## src/rtl/web2_web.sv

```systemverilog
// Wake event block: per-line polarity/edge qualification into sticky pending bits,
// debounced wake request FSM toward the PMU. Optional ack timeout: WEB2_WAKE_TIMEOUT_EN.
module web2_web #(
    parameter int NUM_INPUTS     = 64,
    parameter int DEBOUNCE_W     = 4,
    parameter int CNT_W          = 16
`ifdef WEB2_WAKE_TIMEOUT_EN
    ,
    parameter int TIMEOUT_CYCLES = 1024
`endif
) (
    input  logic                  clkclk,
    input  logic                  sysreset_n,
    input  logic [NUM_INPUTS-1:0] int_in,
    input  logic [NUM_INPUTS-1:0] input_invert,
    input  logic [NUM_INPUTS-1:0] edge_mode,
    input  logic [NUM_INPUTS-1:0] wake_enable,
    input  logic [NUM_INPUTS-1:0] pending_clr,
    input  logic                  event_suppress,
    input  logic                  wake_now,
    input  logic [DEBOUNCE_W-1:0] debounce_cycles,
    input  logic                  wake_ack,
    input  logic                  count_clr,
    output logic [NUM_INPUTS-1:0] pending,
    output logic [NUM_INPUTS-1:0] int_out,
    output logic                  wake,
    output logic [1:0]            wake_state,
    output logic [CNT_W-1:0]      wake_count,
    output logic                  wake_timeout
);

    typedef enum logic [1:0] {
        S_IDLE     = 2'd0,
        S_DEBOUNCE = 2'd1,
        S_WAKE     = 2'd2,
        S_DRAIN    = 2'd3
    } state_t;

    logic [NUM_INPUTS-1:0] r_in_q;
    logic [NUM_INPUTS-1:0] r_in_prev;
    logic [NUM_INPUTS-1:0] r_pending;
    logic [NUM_INPUTS-1:0] w_trig;
    logic                  w_req;
    logic                  w_tmo_hit;
    logic                  w_enter_wake;
    state_t                r_state;
    state_t                w_next_state;
    logic [DEBOUNCE_W-1:0] r_cnt;
    logic [DEBOUNCE_W-1:0] w_next_cnt;
    logic                  r_wake;
    logic [CNT_W-1:0]      r_count;

    always_comb begin
        w_trig = (edge_mode & r_in_q & ~r_in_prev) | (~edge_mode & r_in_q);
        w_req  = (|(r_pending & wake_enable)) | wake_now;
    end

    always_comb begin
        w_next_state = r_state;
        w_next_cnt   = r_cnt;
        case (r_state)
            S_IDLE: begin
                if (w_req) begin
                    if (debounce_cycles == '0) begin
                        w_next_state = S_WAKE;
                    end else begin
                        w_next_state = S_DEBOUNCE;
                        w_next_cnt   = debounce_cycles;
                    end
                end
            end
            S_DEBOUNCE: begin
                if (!w_req) begin
                    w_next_state = S_IDLE;
                end else if (r_cnt == DEBOUNCE_W'(1)) begin
                    w_next_state = S_WAKE;
                end else begin
                    w_next_cnt = r_cnt - DEBOUNCE_W'(1);
                end
            end
            S_WAKE: begin
                // Request dropping is ignored here: only ack (or timeout) ends a wake.
                if (wake_ack || w_tmo_hit) begin
                    w_next_state = S_DRAIN;
                end
            end
            S_DRAIN: begin
                if (!w_req) begin
                    w_next_state = S_IDLE;
                end
            end
            default: w_next_state = S_IDLE;
        endcase
    end

    assign w_enter_wake = (w_next_state == S_WAKE) && (r_state != S_WAKE);

    always_ff @(posedge clkclk) begin
        if (!sysreset_n) begin
            r_in_q    <= '0;
            r_in_prev <= '0;
            r_pending <= '0;
            r_state   <= S_IDLE;
            r_cnt     <= '0;
            r_wake    <= 1'b0;
            r_count   <= '0;
        end else begin
            r_in_q    <= int_in ^ input_invert;
            r_in_prev <= r_in_q;
            r_pending <= w_trig | (r_pending & ~pending_clr);
            r_state   <= w_next_state;
            r_cnt     <= w_next_cnt;
            r_wake    <= (w_next_state == S_WAKE);
            if (count_clr) begin
                r_count <= '0;
            end else if (w_enter_wake && (r_count != '1)) begin
                r_count <= r_count + CNT_W'(1);
            end
        end
    end

`ifdef WEB2_WAKE_TIMEOUT_EN
    localparam int TMR_W = (TIMEOUT_CYCLES > 2) ? $clog2(TIMEOUT_CYCLES) : 1;

    logic [TMR_W-1:0] r_tmr;
    logic             r_timeout;

    assign w_tmo_hit = (r_state == S_WAKE) && (r_tmr == TMR_W'(TIMEOUT_CYCLES - 1));

    always_ff @(posedge clkclk) begin
        if (!sysreset_n) begin
            r_tmr     <= '0;
            r_timeout <= 1'b0;
        end else begin
            if (w_enter_wake) begin
                r_tmr <= '0;
            end else if (r_state == S_WAKE) begin
                r_tmr <= r_tmr + TMR_W'(1);
            end
            if (count_clr) begin
                r_timeout <= 1'b0;
            end else if (w_tmo_hit && !wake_ack) begin
                r_timeout <= 1'b1;
            end
        end
    end

    assign wake_timeout = r_timeout;
`else
    assign w_tmo_hit    = 1'b0;
    assign wake_timeout = 1'b0;
`endif

    assign pending    = r_pending;
    assign int_out    = r_pending & ~{NUM_INPUTS{event_suppress}};
    assign wake       = r_wake;
    assign wake_state = r_state;
    assign wake_count = r_count;

endmodule

```

## config.mk

```make
export PLATFORM = sky130hd
export DESIGN_NAME = web2_web
export DESIGN_NICKNAME = d
export VERILOG_FILES = /design/src/rtl/web2_web.sv
export SDC_FILE = /design/constraint.sdc
export NUM_CORES = 1
export LEC_CHECK = 0
export BUFFER_PORTS_ARGS = -buffer_cell sky130_fd_sc_hd__buf_2
export CORE_AREA = 5 5 181 183
export DETAILED_ROUTE_END_ITERATION = 8
export DIE_AREA = 0 0 186 188
export SLEW_MARGIN = 20
export SYNTH_ARGS = -nofsm -noshare
export SYNTH_HDL_FRONTEND = slang
export SYNTH_SLANG_ARGS = --single-unit
```

## constraint.sdc

```tcl
create_clock -name clkclk -period 2.5 [get_ports clkclk]
set_input_delay 0.125 -clock clkclk [delete_from_list [all_inputs] [get_ports clkclk]]
set_output_delay 0.125 -clock clkclk [all_outputs]
set_load 0.1 [all_outputs]
```

# ---- After elaboration in Yosys (flattened, before gate mapping)
# Index checks and enable logic that the tools add are counted.
# Widths: inputs -> output; s select.
dict set report op_classes {
  n_addsub 2
  bitwise 15
  n_eq_ne 11
  mux 12
  n_reduce_logical 8
}
# operator n
set op_table {}
lappend op_table {{$and 64x64->64} 6}
lappend op_table {{$not 64->64} 4}
lappend op_table {{$or 64x64->64} 2}
lappend op_table {{$reduce_or 64->1} 1}
lappend op_table {{$xor 64x64->64} 1}
lappend op_table {{$add 16x1->16 const B} 1}
lappend op_table {{$mux 4} 4}
lappend op_table {{$ne 16x16->1 const B} 1}
lappend op_table {{$mux 2} 6}
lappend op_table {{$ne 2x2->1 const B} 5}
lappend op_table {{$pmux 2 s4} 1}
lappend op_table {{$pmux 4 s2} 1}
lappend op_table {{$eq 2x2->1 const B} 3}
lappend op_table {{$reduce_and 5->1} 1}
lappend op_table {{$eq 4x1->1 const B} 1}
lappend op_table {{$logic_not 4->1} 1}
lappend op_table {{$sub 4x1->4 const B} 1}
lappend op_table {{$eq 2x1->1 const B} 1}
lappend op_table {{$logic_and 1x1->1} 2}
lappend op_table {{$logic_not 2->1} 1}
lappend op_table {{$reduce_bool 2->1} 1}
lappend op_table {{$reduce_or 2->1} 1}
lappend op_table {{$not 1->1} 1}
lappend op_table {{$or 1x1->1} 1}
dict set report totals {
  out_inout_bits 148
  wordCells 55
  regBits 215
  in_bits 330
}

# ---- Logic depth before layout (Yosys ltp)
# Gate-level depths: netlist (run 1).
dict set report depth {
  depth_word 8
  mapped_depth 9
  mapped_depth_nobuf 8
}

# ---- Worst setup path after synthesis (run 1)
# No wires, ideal clock.
dict set report synth_path {
  path_kind {register -> output}
  startpoint {register r_pending[0] (netlist: pending[0])}
  endpoint {output port int_out[0]}
  slack_ns -0.027
  n_path_buf 0
  t_required_ns 2.375
  path_stages_with_launch 2
  arrival_ns 2.402
  cell_sequence {dfxtp_1 > nor2b_1}
}
dict set report synth_between {
  elab_chain_cells 1
}
# item line
set synth_rtl {}
lappend synth_rtl {{start, declared} 41} ;# logic [NUM_INPUTS-1:0] r_pending;
lappend synth_rtl {{start signal, assigned} 110} ;# r_pending <= w_trig | (r_pending & ~pending_clr);
lappend synth_rtl {{$and 64x64->64} 155} ;# assign int_out = r_pending & ~{NUM_INPUTS{event_suppress}};
lappend synth_rtl {{end, declared} 25} ;# output logic [NUM_INPUTS-1:0] int_out,
# Every way passes these cells.

# ---- Worst setup path after layout (run 1)
dict set report layout_path {
  startpoint {register r_cnt[0]}
  endpoint {register r_count[11] (netlist: wake_count[11])}
}
dict set report layout_between {
  elab_chain_cells 7
}
# item line
set layout_rtl {}
lappend layout_rtl {{start, declared} 48} ;# logic [DEBOUNCE_W-1:0] r_cnt;
lappend layout_rtl {{start signal, assigned} 112} ;# r_cnt <= w_next_cnt;
lappend layout_rtl {{$eq 4x1->1} 75} ;# end else if (r_cnt == DEBOUNCE_W'(1)) begin
lappend layout_rtl {{$mux 2} 75}
lappend layout_rtl {{$mux 2} 73} ;# if (!w_req) begin
lappend layout_rtl {{$pmux 2 s4} 61} ;# case (r_state)
lappend layout_rtl {{$eq 2x2->1} 96} ;# assign w_enter_wake = (w_next_state == S_WAKE) && (r_state != S_WAKE);
lappend layout_rtl {{$logic_and 1x1->1} 96}
lappend layout_rtl {{$logic_and 1x1->1} 116} ;# end else if (w_enter_wake && (r_count != '1)) begin
lappend layout_rtl {{end signal, assigned} 117} ;# r_count <= r_count + CNT_W'(1);
lappend layout_rtl {{end, declared} 51} ;# logic [CNT_W-1:0] r_count;
# Every way passes these cells.
# A chain may end at the register's enable or synchronous reset.

==> results of run 1 <==
-- flip-flops by register name (all words and copies together), names as in the netlist --
name	flops
wake_count	16
r_in_prev	64
r_in_q	64
wake_state	2
wake	1
pending	64
r_cnt	4
-- layout make-up --
class	instances	share of cell area, %
Antenna cell	2	0.03384
Tap cell	402	3.400
Clock buffer	27	4.196
Multi-Input combinational cell	688	27.82
Timing Repair Buffer	744	34.24
Clock inverter	14	1.066
Inverter	5	0.1438
Sequential cell	215	29.10
-- stage by stage --
step	util (%)	hold slack [ns]	total power [W]	cells	instance area [um2]
5_1_grt	47.61	0.03143	0.01064	2097	14790
6_report	47.61	0.02674	0.01017	2097	14790
3_5_place_dp	36.81	0.3689	0.006270	1797	11440
4_1_cts	47.56	0.002268	0.01028	2094	14780
3_3_place_gp	36.81	0.3627	0.006255	1797	11440
2_1_floorplan	-	0.2615	0.005585	943	8588
-- worst reg2reg max path: stages (launching register included) --
cell	delay, ns
dfxtp_1	0.39
ha_1	0.19
nor4b_2	0.18
o32ai_1	0.16
a311o_1	0.33
a31oi_4	0.47
a31oi_1	0.17
a41o_1	0.23
-- power by group --
group | switching (W) | leakage, nW | internal (W) | total, W
clock network | 0.00141 | 0.385 | 0.00209 | 0.00350
registers | 0.000202 | 1.77 | 0.00368 | 0.00388
logic | 0.00172 | 4.57 | 0.00108 | 0.00279
total | 0.00333 | 6.73 | 0.00684 | 0.0102
-- metal layers --
layer  vias up  share of wire, %  track usage [%]
met3        79               7.8            5.082
met5         -              0.15                0
met1      4389                37            22.33
met4         8               3.1            6.783
li1       4558                 -                -
met2       355                52            36.38
-- worst max-delay path by stage --
stage,startpoint,to,slack [ns],depth (start not counted)
floorplan,wake_state[0]$_SDFF_PN0_,wake_count[3]$_SDFFE_PP0P_,0.12,5
global placement,r_cnt[0]$_SDFFE_PN0P_,wake_count[3]$_SDFFE_PP0P_,0.33,7
detailed placement,r_cnt[0]$_SDFFE_PN0P_,wake_count[3]$_SDFFE_PP0P_,0.29,7
CTS,pending[24]$_SDFF_PN0_,r_cnt[2]$_SDFFE_PN0P_,0.30,7
global route,r_cnt[0]$_SDFFE_PN0P_,wake_count[3]$_SDFFE_PP0P_,0.07,7
finish,r_cnt[0]$_SDFFE_PN0P_,wake_count[11]$_SDFFE_PP0P_,0.27,7
-- logic make-up (layout without fill, tap and decap cells) --
kind of cell | after synthesis | after routing | synth area share (%)
muxes | 4 | 4 | 0.4751
and+or+nand+nor | 479 | 479 | 29.08
adders and majority gates | 3 | 3 | 0.4454
xor gates and xnor gates | 65 | 65 | 6.755
other | 1 | 3 | 0.04449
DFF | 215 | 215 | 51.07
AOI/OAI and AO/OA | 136 | 136 | 10.12
buffers and inverters | 40 | 790 | 2.004
-- placed cells by master, fill, tap and decap left out, types with 3 or more instances in the layout --
cell           instances
buf_2                475
dlygate4sd3_1        257
dfxtp_1              215
nor2_1               144
nand2_1               92
a21oi_1               76
and2_1                68
nor2b_1               65
xnor2_1               65
nor2b_2               64
a22oi_1               30
clkbuf_16             23
buf_4                 10
nand3_1                8
clkinv_2               7
nand4_1                6
o21ai_1                5
and3_1                 5
a31o_1                 5
inv_1                  4
nor3_1                 4
nand2b_1               4
mux2i_1                4
or4_1                  3
a31oi_1                3
a41o_1                 3
or2_2                  3
ha_1                   3
clkbuf_8               3
bufinv_16              3
==> impl_results.md, run 1 <==
- Postcts setup bufs: 0
- Worst rel slew slack: 57.48%
- Die area: 34,970 um2
- CP arrival: 2.64 ns
- Cell taking the most area after synthesis: dfxtp_1
- # resized after CTS: 0
- Worst EP required: 2.91 ns
- Routed len/inst: 17.36 um
- Reg area: 4304 um2
- Clock transition at path regs: 0.06 ns
- Syn Std Cell Area: 8428 um2
- Die Wd: 186 um
- Post-route ant nets: 0
- Worst Hold Launch: debounce_cycles[2]
- Seq/Total Area, Yosys: 51.07%
- Synth cell count leaders: dfxtp_1 (215), nor2_1 (144), nor2b_1 (129)
- Slowest stage delay, CP: 0.47 ns
- Syn nets: 1,276
- RSZ-0062 raised after global routing: false
- Reg2Reg Depth: 7
- Input/output buffers: 476
- Starting Density: 27.13%
- Root buf cell: clkbuf_16
- Worst-Margin Slew: 0.6379 ns
- Multi-input gate area: 4115 um2
- Cell Pwr Density: 687.7 nW/um2
- Fraction of layout cells with a size suffix above 1: 35.74%
- Final Hold Viols: 0
- Core box area: 31,070 um2
- FILL cells: 2,918
- Vias/cell: 4.477
- # rows: 65
- # IOs: 478
- Library cells used by synthesis: 49
- Max-slew violations: 0
- Nets: 2,010
- # setup viols final: 0
- Final WL: 36,400 um
- Detailed Routing Iterations Pass 1: 4
- Worst-path cell chain: ha_1, nor4b_2, o32ai_1, a311o_1, a31oi_4, a31oi_1, a41o_1
- Synth Flop Type: dfxtp_1
- CP Capture Type: register
- Mapped Avg Cell Area: 8.938 um2
- Worst Hold Path EP: r_cnt[2]$_SDFFE_PN0P_
- Total track usage: 19.96%
- CTS tree: done
- F_max: 448.3 MHz
- Maximum vdd drop: 365.4 uV
- Yosys reg bits: 215
- Worst reg2reg endpoint: wake_count[11]$_SDFFE_PP0P_
- Final Skew: 0.02134 ns
- First-pass GRT wire length: 54,680 um
- Crit path buf inv count: 0
- Num CTS Buffers: 23
- Detailed router's first-iteration violation count: 448
- H-tree depth: 1
- Via count: 9,389
- Crit-path leading delay family: compound AO/OA/AOI/OAI gates
- Die height: 188 um
- LEAKAGE: 6.727 nW
- Hold WC Path Type: input port to register
- Max-cap violation count: 0
- Clock Latency Late Sink: 0.52 ns
- Worst r2r src: r_cnt[0]$_SDFFE_PN0P_
- Post-synth EDFFs: 0
- Outcome: complete, no violations
- Post-synthesis cell count: 943
- GRT Residual Overflow: 0
- HPWL after DPL: 26,120 um
- Hold_buf cts: 256
- Final setup TNS: 0 ns
- Area Growth Syn to Fin: 75.50%
- Top post-synthesis cells by area: dfxtp_1 (51%), nor2b_1 (9.6%), xnor2_1 (6.8%)
- GPL Wtd Cong: 0.8815
- Area share of the largest cell type after synthesis: 51.07%
- Final WS setup: 0.2692 ns
- Pre-CTS setup slack: 0.2918 ns
- Most frequent cell after synthesis: dfxtp_1
- Fin crit period: 2.231 ns
- YS warnings: 0
- Number of global-route vias before repair: 9,929
- CTS Buffer Depth: 3
- Crit path launch type: register
- Slowest stage cell, crit path: a31oi_4
- Largest net degree at the start of global routing: 57
- Critical path class: register to register
- Final Cycle Share: 89.23%
- Worst Path Max Fanout: 19
- Clock Sinks: 215
- Detailed-route DRC error count: 0
- Worst hold stages: 5
- Asr flop ratio synth: 0%
- Initial antenna violation count: 6
- R2r setup slk: 0.27 ns
Note: power is estimated with default switching activity, not from simulation.
==> run 2: changes to the inputs <==
--- a/config.mk
+++ b/config.mk
@@ -9,6 +9,7 @@
 export CORE_AREA = 5 5 181 183
 export DETAILED_ROUTE_END_ITERATION = 8
 export DIE_AREA = 0 0 186 188
+export HOLD_SLACK_MARGIN = 0.03
 export SLEW_MARGIN = 20
 export SYNTH_ARGS = -nofsm -noshare
 export SYNTH_HDL_FRONTEND = slang
==> run 2 against run 1 <==
Effect of this change: final area rose by 0.20%; sequential share of layout area is 0.059 points lower; clock power barely moved; critical path type unchanged; via count did not move; clock skew barely moved; sequential power is essentially flat; largest power group unchanged; utilization grew 0.097 points.
==> impl_results.md, run 2 (synthesized netlist as in run 1, its figures left out) <==
- CP arrival: 2.63 ns (was 2.64 ns)
- Input/output buffers: 476 (unchanged)
- Detailed Routing Iterations Pass 1: 5 (was 4)
- Met2 Usage GRT: 36.38% (unchanged)
- Placed instance area: 11,440 um2 (unchanged)
- Area Growth Syn to Fin: 75.86% (was 75.50%)
- Die area: 34,970 um2 (unchanged)
- Vias/cell: 4.471 (was 4.477)
- Total track usage: 19.96% (about the same)
- CTS Buffer Depth: 3 (unchanged)
- Layer with the highest usage: met2 (unchanged)
- Nets: 2,013 (was 2,010)
- Starting Density: 27.13% (unchanged)
- F_max: 449.9 MHz (was 448.3 MHz)
- Largest net degree at the start of global routing: 57 (unchanged)
- Num CTS Buffers: 23 (unchanged)
- Number of global-route vias before repair: 9,944 (was 9,929)
- Final Cycle Share: 88.91% (was 89.23%)
- Most frequent cells in the layout: buf_2 (475), dlygate4sd3_1 (260), dfxtp_1 (215) (was buf_2 (475), dlygate4sd3_1 (257), dfxtp_1 (215))
- CTS tree: done (unchanged)
- Detailed router's first-iteration violation count: 404 (was 448)
- Post-route ant nets: 0 (unchanged)
- Maximum vdd drop: 365.6 uV (was 365.4 uV)
- Fin crit period: 2.223 ns (was 2.231 ns)
- # rows: 65 (unchanged)
- Final Skew: 0.02180 ns (was 0.02134 ns)
- Worst rel slew slack: 57.44% (was 57.48%)
- Fraction of layout cells with a size suffix above 1: 35.67% (was 35.74%)
- Final WL: 36,430 um (was 36,400 um)
- M3 GR Usage: 5.063% (was 5.082%)
- # IOs: 478 (unchanged)
- Met1 GRT Util: 22.36% (was 22.33%)
- Initial antenna violation count: 6 (unchanged)
- Clock transition at path regs: 0.06 ns (about the same)
- Clock Sinks: 215 (unchanged)
- # setup viols final: 0 (unchanged)
- Worst Path Max Fanout: 19 (unchanged)
- FILL cells: 2,914 (was 2,918)
- Fin cells: 2,100 (was 2,097)
- Max-slew violations: 0 (unchanged)
- RSZ-0062 raised after global routing: false (unchanged)
- Core box area: 31,070 um2 (unchanged)
- Critical path class: register to register (unchanged)
- Routed len/inst: 17.35 um (was 17.36 um)
- Die Wd: 186 um (unchanged)
- Root buf cell: clkbuf_16 (unchanged)
- GPL Wtd Cong: 0.8815 (unchanged)
- LEAKAGE: 6.738 nW (was 6.727 nW)
- HPWL after DPL: 26,120 um (unchanged)
- Max-cap violation count: 0 (unchanged)
- # resized after CTS: 0 (unchanged)
- Placed cells: 1,797 (unchanged)
- Outcome: complete, no violations (unchanged)
- Final setup TNS: 0 ns (unchanged)
- Final Hold Viols: 0 (unchanged)
- Clock Latency Late Sink: 0.52 ns (about the same)
- Via count: 9,389 (unchanged)
- Die height: 188 um (unchanged)
- Most common cell after layout, fill and taps aside: buf_2 (unchanged)
- Final instance area: 14,820 um2 (was 14,790 um2)
- First-pass GRT wire length: 54,720 um (was 54,680 um)
- Worst-Margin Slew: 0.6384 ns (was 0.6379 ns)
- R2r setup slk: 0.28 ns (was 0.27 ns)
- Worst EP required: 2.91 ns (about the same)
- CP Capture Type: register (unchanged)
- Crit path launch type: register (unchanged)
- Cell Pwr Density: 686.6 nW/um2 (was 687.7 nW/um2)
- Postcts setup bufs: 0 (unchanged)
- Detailed-route DRC error count: 0 (unchanged)
- GRT Residual Overflow: 0 (unchanged)
- H-tree depth: 1 (unchanged)
- Hold WC Path Type: input port to register (unchanged)
==> run 2: final timing paths <==
kind,startpoint,to,cells after the start
setup / recovery,r_cnt[0]$_SDFFE_PN0P_,wake_count[11]$_SDFFE_PP0P_,7
hold reg to reg,r_in_q[4]$_SDFF_PN0_,r_in_prev[4]$_SDFF_PN0_,1
setup reg to reg,r_cnt[0]$_SDFFE_PN0P_,wake_count[11]$_SDFFE_PP0P_,7
hold / removal,count_clr,wake_count[6]$_SDFFE_PP0P_,5
==> run 2: area by class of cell <==
cell class / instances / area (um2) / area share, %
flip-flops and latches: 215 / 4304 / 29.04
clock inverters: 14 / 157.7 / 1.064
clock buffers: 27 / 620.6 / 4.187
repair buffers: 747 / 5095 / 34.37
well taps: 402 / 503.0 / 3.394
multi-input cells: 688 / 4115 / 27.76
diodes: 2 / 5.005 / 0.03377
inverters: 5 / 21.27 / 0.1435
==> run 2: what timing repair did <==
action,4_1_cts,5_1_grt
endpoints found under the setup margin,0,0
hold buffers,260,0
endpoints found under the hold margin,133,0
==> run 2: where the power goes <==
part	switching, W	total (W)	internal [W]
logic	0.00172	0.00280	0.00108
registers	0.000202	0.00388	0.00368
clock network	0.00141	0.00350	0.00209
total	0.00333	0.0102	0.00685
==> run 2: layer usage <==
metal / vias up / wire length (um)
li1: 4560 / -
met2: 335 / 18860
met5: - / 55
met1: 4407 / 13830
met3: 79 / 2542
met4: 8 / 1143
==> run 2: metrics by stage <==
step                total power [W]  utilization, %  setup WS [ns]  hold slack, ns
floorplan                  0.005585               -         0.1203          0.2615
global route                0.01065           47.71        0.06653         0.07747
detailed placement         0.006270           36.81         0.2918          0.3689
CTS                         0.01028           47.69         0.3001         0.04070
global placement           0.006255           36.81         0.3289          0.3627
finish                      0.01018           47.71         0.2773         0.07623
==> run 2: critical path: stages (launching register included) <==
cell	delay, ns
dfxtp_1	0.39
ha_1	0.19
nor4b_2	0.18
o32ai_1	0.16
a311o_1	0.33
a31oi_4	0.47
a31oi_1	0.16
a41o_1	0.23
==> run 3: changes to the inputs <==
--- a/config.mk
+++ b/config.mk
@@ -5,11 +5,13 @@
 export SDC_FILE = /design/constraint.sdc
 export NUM_CORES = 1
 export LEC_CHECK = 0
+export ABC_AREA = 1
 export BUFFER_PORTS_ARGS = -buffer_cell sky130_fd_sc_hd__buf_2
-export CORE_AREA = 5 5 181 183
+export CORE_AREA = 5 5 182 184
 export DETAILED_ROUTE_END_ITERATION = 8
-export DIE_AREA = 0 0 186 188
-export HOLD_SLACK_MARGIN = 0.03
+export DIE_AREA = 0 0 187 189
+export HOLD_SLACK_MARGIN = 0.08
+export RECOVER_POWER = 100
 export SLEW_MARGIN = 20
 export SYNTH_ARGS = -nofsm -noshare
 export SYNTH_HDL_FRONTEND = slang
==> run 3 against run 2 <==
Effect of this change: first-iteration DRC count down 10%; global-route usage shrank 0.85 points; count of clock-buffer cells in the layout grew 10; highest routed layer is now met4; synthesized cell count grew 19%.
==> impl_results.md, run 3 <==
- Outcome: complete, no violations (unchanged)
- Top post-synthesis cells by area: dfxtp_1 (50%), nand2_1 (14%), nor2_1 (7.4%) (was dfxtp_1 (51%), nor2b_1 (9.6%), xnor2_1 (6.8%))
- Max-slew violations: 0 (unchanged)
- Worst EP required: 2.90 ns (was 2.91 ns)
- Num CTS Buffers: 25 (was 23)
- Post-route ant nets: 0 (unchanged)
- Clock Sinks: 215 (unchanged)
- Detailed router's first-iteration violation count: 363 (was 404)
- Die Wd: 187 um (was 186 um)
- LEAKAGE: 6.980 nW (was 6.738 nW)
- CP Capture Type: register (unchanged)
- Clock transition at path regs: 0.06 ns (about the same)
- Root buf cell: clkbuf_16 (unchanged)
- First-pass GRT wire length: 54,930 um (was 54,720 um)
- # rows: 65 (unchanged)
- CTS tree: done (unchanged)
- F_max: 429.3 MHz (was 449.9 MHz)
- Worst Path Max Fanout: 46 (was 19)
- Nets: 2,204 (was 2,013)
- GRT Residual Overflow: 0 (unchanged)
- Yosys reg bits: 215 (unchanged)
- Most frequent cells in the layout: nand2_1 (324), buf_2 (323), dlygate4sd3_1 (271) (was buf_2 (475), dlygate4sd3_1 (260), dfxtp_1 (215))
- HPWL after DPL: 25,060 um (was 26,120 um)
- Die height: 189 um (was 188 um)
- Post-synthesis cell count: 1,119 (was 943)
- Synth cell count leaders: nand2_1 (324), dfxtp_1 (215), nor2_1 (169) (was dfxtp_1 (215), nor2_1 (144), nor2b_1 (129))
- Worst rel slew slack: 17.02% (was 57.44%)
- Starting Density: 27.34% (was 27.13%)
- Clock Latency Late Sink: 0.52 ns (about the same)
- Area share of the largest cell type after synthesis: 50.42% (was 51.07%)
- Vias/cell: 4.293 (was 4.471)
- YS warnings: 0 (unchanged)
- Post-synth EDFFs: 0 (unchanged)
- Worst Hold Launch: wake_ack (was count_clr)
- Worst hold stages: 6 (was 5)
- Placed cells: 1,975 (was 1,797)
- Largest net degree at the start of global routing: 68 (was 57)
- Crit path launch type: input port (was register)
- # setup viols final: 0 (unchanged)
- Final Skew: 0.01211 ns (was 0.02180 ns)
- # IOs: 478 (unchanged)
- Library cells used by synthesis: 37 (was 49)
- Syn nets: 1,452 (was 1,276)
- Asr flop ratio synth: 0% (unchanged)
- CTS Buffer Depth: 3 (unchanged)
- Reg2Reg Depth: 13 (was 7)
- Die area: 35,340 um2 (was 34,970 um2)
- Via count: 9,847 (was 9,389)
- Final Util: 46.92% (was 47.71%)
- Area Growth Syn to Fin: 71.63% (was 75.86%)
- Cell taking the most area after synthesis: dfxtp_1 (unchanged)
- Synth Flop Type: dfxtp_1 (unchanged)
- Seq/Total Area, Yosys: 50.42% (was 51.07%)
- Mapped Avg Cell Area: 7.629 um2 (was 8.938 um2)
- Worst-Margin Slew: 1.250 ns (was 0.6384 ns)
- Worst reg2reg endpoint: wake_count[7]$_SDFFE_PP0P_ (was wake_count[11]$_SDFFE_PP0P_)
- Fraction of layout cells with a size suffix above 1: 20.96% (was 35.67%)
- Final Cycle Share: 93.18% (was 88.91%)
- Most frequent cell after synthesis: nand2_1 (was dfxtp_1)
- Max-cap violation count: 0 (unchanged)
- Fin cells: 2,294 (was 2,100)
- Critical path class: input port to register (was register to register)
- Worst Hold Path EP: wake_state[0]$_SDFF_PN0_ (was wake_count[6]$_SDFFE_PP0P_)
- Worst r2r src: pending[16]$_SDFF_PN0_ (was r_cnt[0]$_SDFFE_PN0P_)
- Detailed Routing Iterations Pass 1: 5 (unchanged)
- Detailed-route DRC error count: 0 (unchanged)
- Total track usage: 19.11% (was 19.96%)
- Hold WC Path Type: input port to register (unchanged)
- Most common cell after layout, fill and taps aside: nand2_1 (was buf_2)
- GPL Wtd Cong: 0.9112 (was 0.8815)
- Input/output buffers: 476 (unchanged)
- Fin crit period: 2.329 ns (was 2.223 ns)
- Final WL: 35,420 um (was 36,430 um)
- Cell Pwr Density: 696.2 nW/um2 (was 686.6 nW/um2)
- Final Hold Viols: 0 (unchanged)
- Maximum vdd drop: 516.6 uV (was 365.6 uV)
- CP arrival: 2.73 ns (was 2.63 ns)
- Core box area: 31,230 um2 (was 31,070 um2)
- Number of global-route vias before repair: 10,500 (was 9,944)
- Routed len/inst: 15.44 um (was 17.35 um)
- Initial antenna violation count: 3 (was 6)
- R2r setup slk: 0.20 ns (was 0.28 ns)
- H-tree depth: 1 (unchanged)
- RSZ-0062 raised after global routing: false (unchanged)
- Syn Std Cell Area: 8537 um2 (was 8428 um2)
## run 3: cell count changes after synthesis, moves of 7 or more
cell     before  now
o31ai_1       2   64
nand4_1       6   14
nand3_1       8   15
a21oi_1      76   15
nor2b_1     129    0
nor2_1      144  169
xor2_1        0    7
inv_1         4  152
nand2_1      92  324
and2_1       68    1
a22oi_1      30    1
## run 3: worst max-delay path by stage
stage	start	end	slack, ns	depth (start not counted)
finish	sysreset_n	pending[51]$_SDFF_PN0_	0.17	6
detailed placement	pending[17]$_SDFF_PN0_	wake_count[7]$_SDFFE_PP0P_	0.002	13
floorplan	pending[0]$_SDFF_PN0_	int_out[0]	0.007	2
global route	pending[17]$_SDFF_PN0_	wake_count[7]$_SDFFE_PP0P_	0.001	13
CTS	pending[2]$_SDFF_PN0_	wake_count[7]$_SDFFE_PP0P_	0.02	13
global placement	pending[17]$_SDFF_PN0_	wake_count[7]$_SDFFE_PP0P_	-0.009	13
## run 3: logic make-up after synthesis
group / Yosys count / share of synthesized area [%]
adder cells (fa/ha/maj): 3 / 0.4397
AO/OA/AOI/OAI: 93 / 7.577
flip-flops: 215 / 50.42
AND/OR/NAND/NOR: 539 / 25.18
XOR/XNOR: 75 / 7.695
other: 1 / 0.04393
buffers and inverters: 193 / 8.647
## run 3: cell type report
type	count	area, um2
multi-input combinational	711	3502
inverter	158	595.6
fill	3022	16580
clock buffer	37	690.7
sequential	215	4310
clock inverter	8	46.29
tap	402	503.0
antenna	3	7.507
timing repair buffer	760	4996
## run 3: critical path: stages
cell           delay [ns]
dlygate4sd3_1        0.53
clkbuf_1             0.14
inv_4                0.27
clkbuf_2             0.86
o31ai_1              0.16
dlygate4sd3_1        0.60
## run 3: layer usage
| layer | share of wire [%] | up-vias | GRT usage [%] |
|---|---|---|---|
| met5 | 0 | - | 0 |
| met2 | 49 | 397 | 34.51 |
| met4 | 4.0 | 0 | 8.134 |
| met3 | 7.9 | 86 | 5.789 |
| li1 | - | 4929 | - |
| met1 | 39 | 4435 | 20.82 |
## run 3: metrics by stage
step                      area, um2  power [W]  hold WS [ns]  setup TNS (ns)  worst slack, ns
after floorplan                8543   0.005764        0.2316               0         0.006978
after global placement        11380   0.006489        0.3145       -0.008600        -0.008600
after detailed placement      11380   0.006504        0.3168               0         0.002229
after CTS                     14840    0.01034        0.1431               0          0.02421
after global routing          14650    0.01071        0.1899               0         0.001283
final                         14650    0.01020        0.1762               0           0.1706
## run 3: what timing repair did
action	CTS	global route
setup endpoints to repair	1	12
hold buffers	271	0
buffers inserted	0	0
hold endpoints to repair	135	0
resized for setup	1	2
## run 3: power breakdown
part,switching [W],leakage (nW),internal (W),total [W]
Clock,0.00145,0.362,0.00191,0.00335
Sequential,0.000141,1.78,0.00370,0.00384
Combinational,0.00205,4.84,0.000956,0.00301
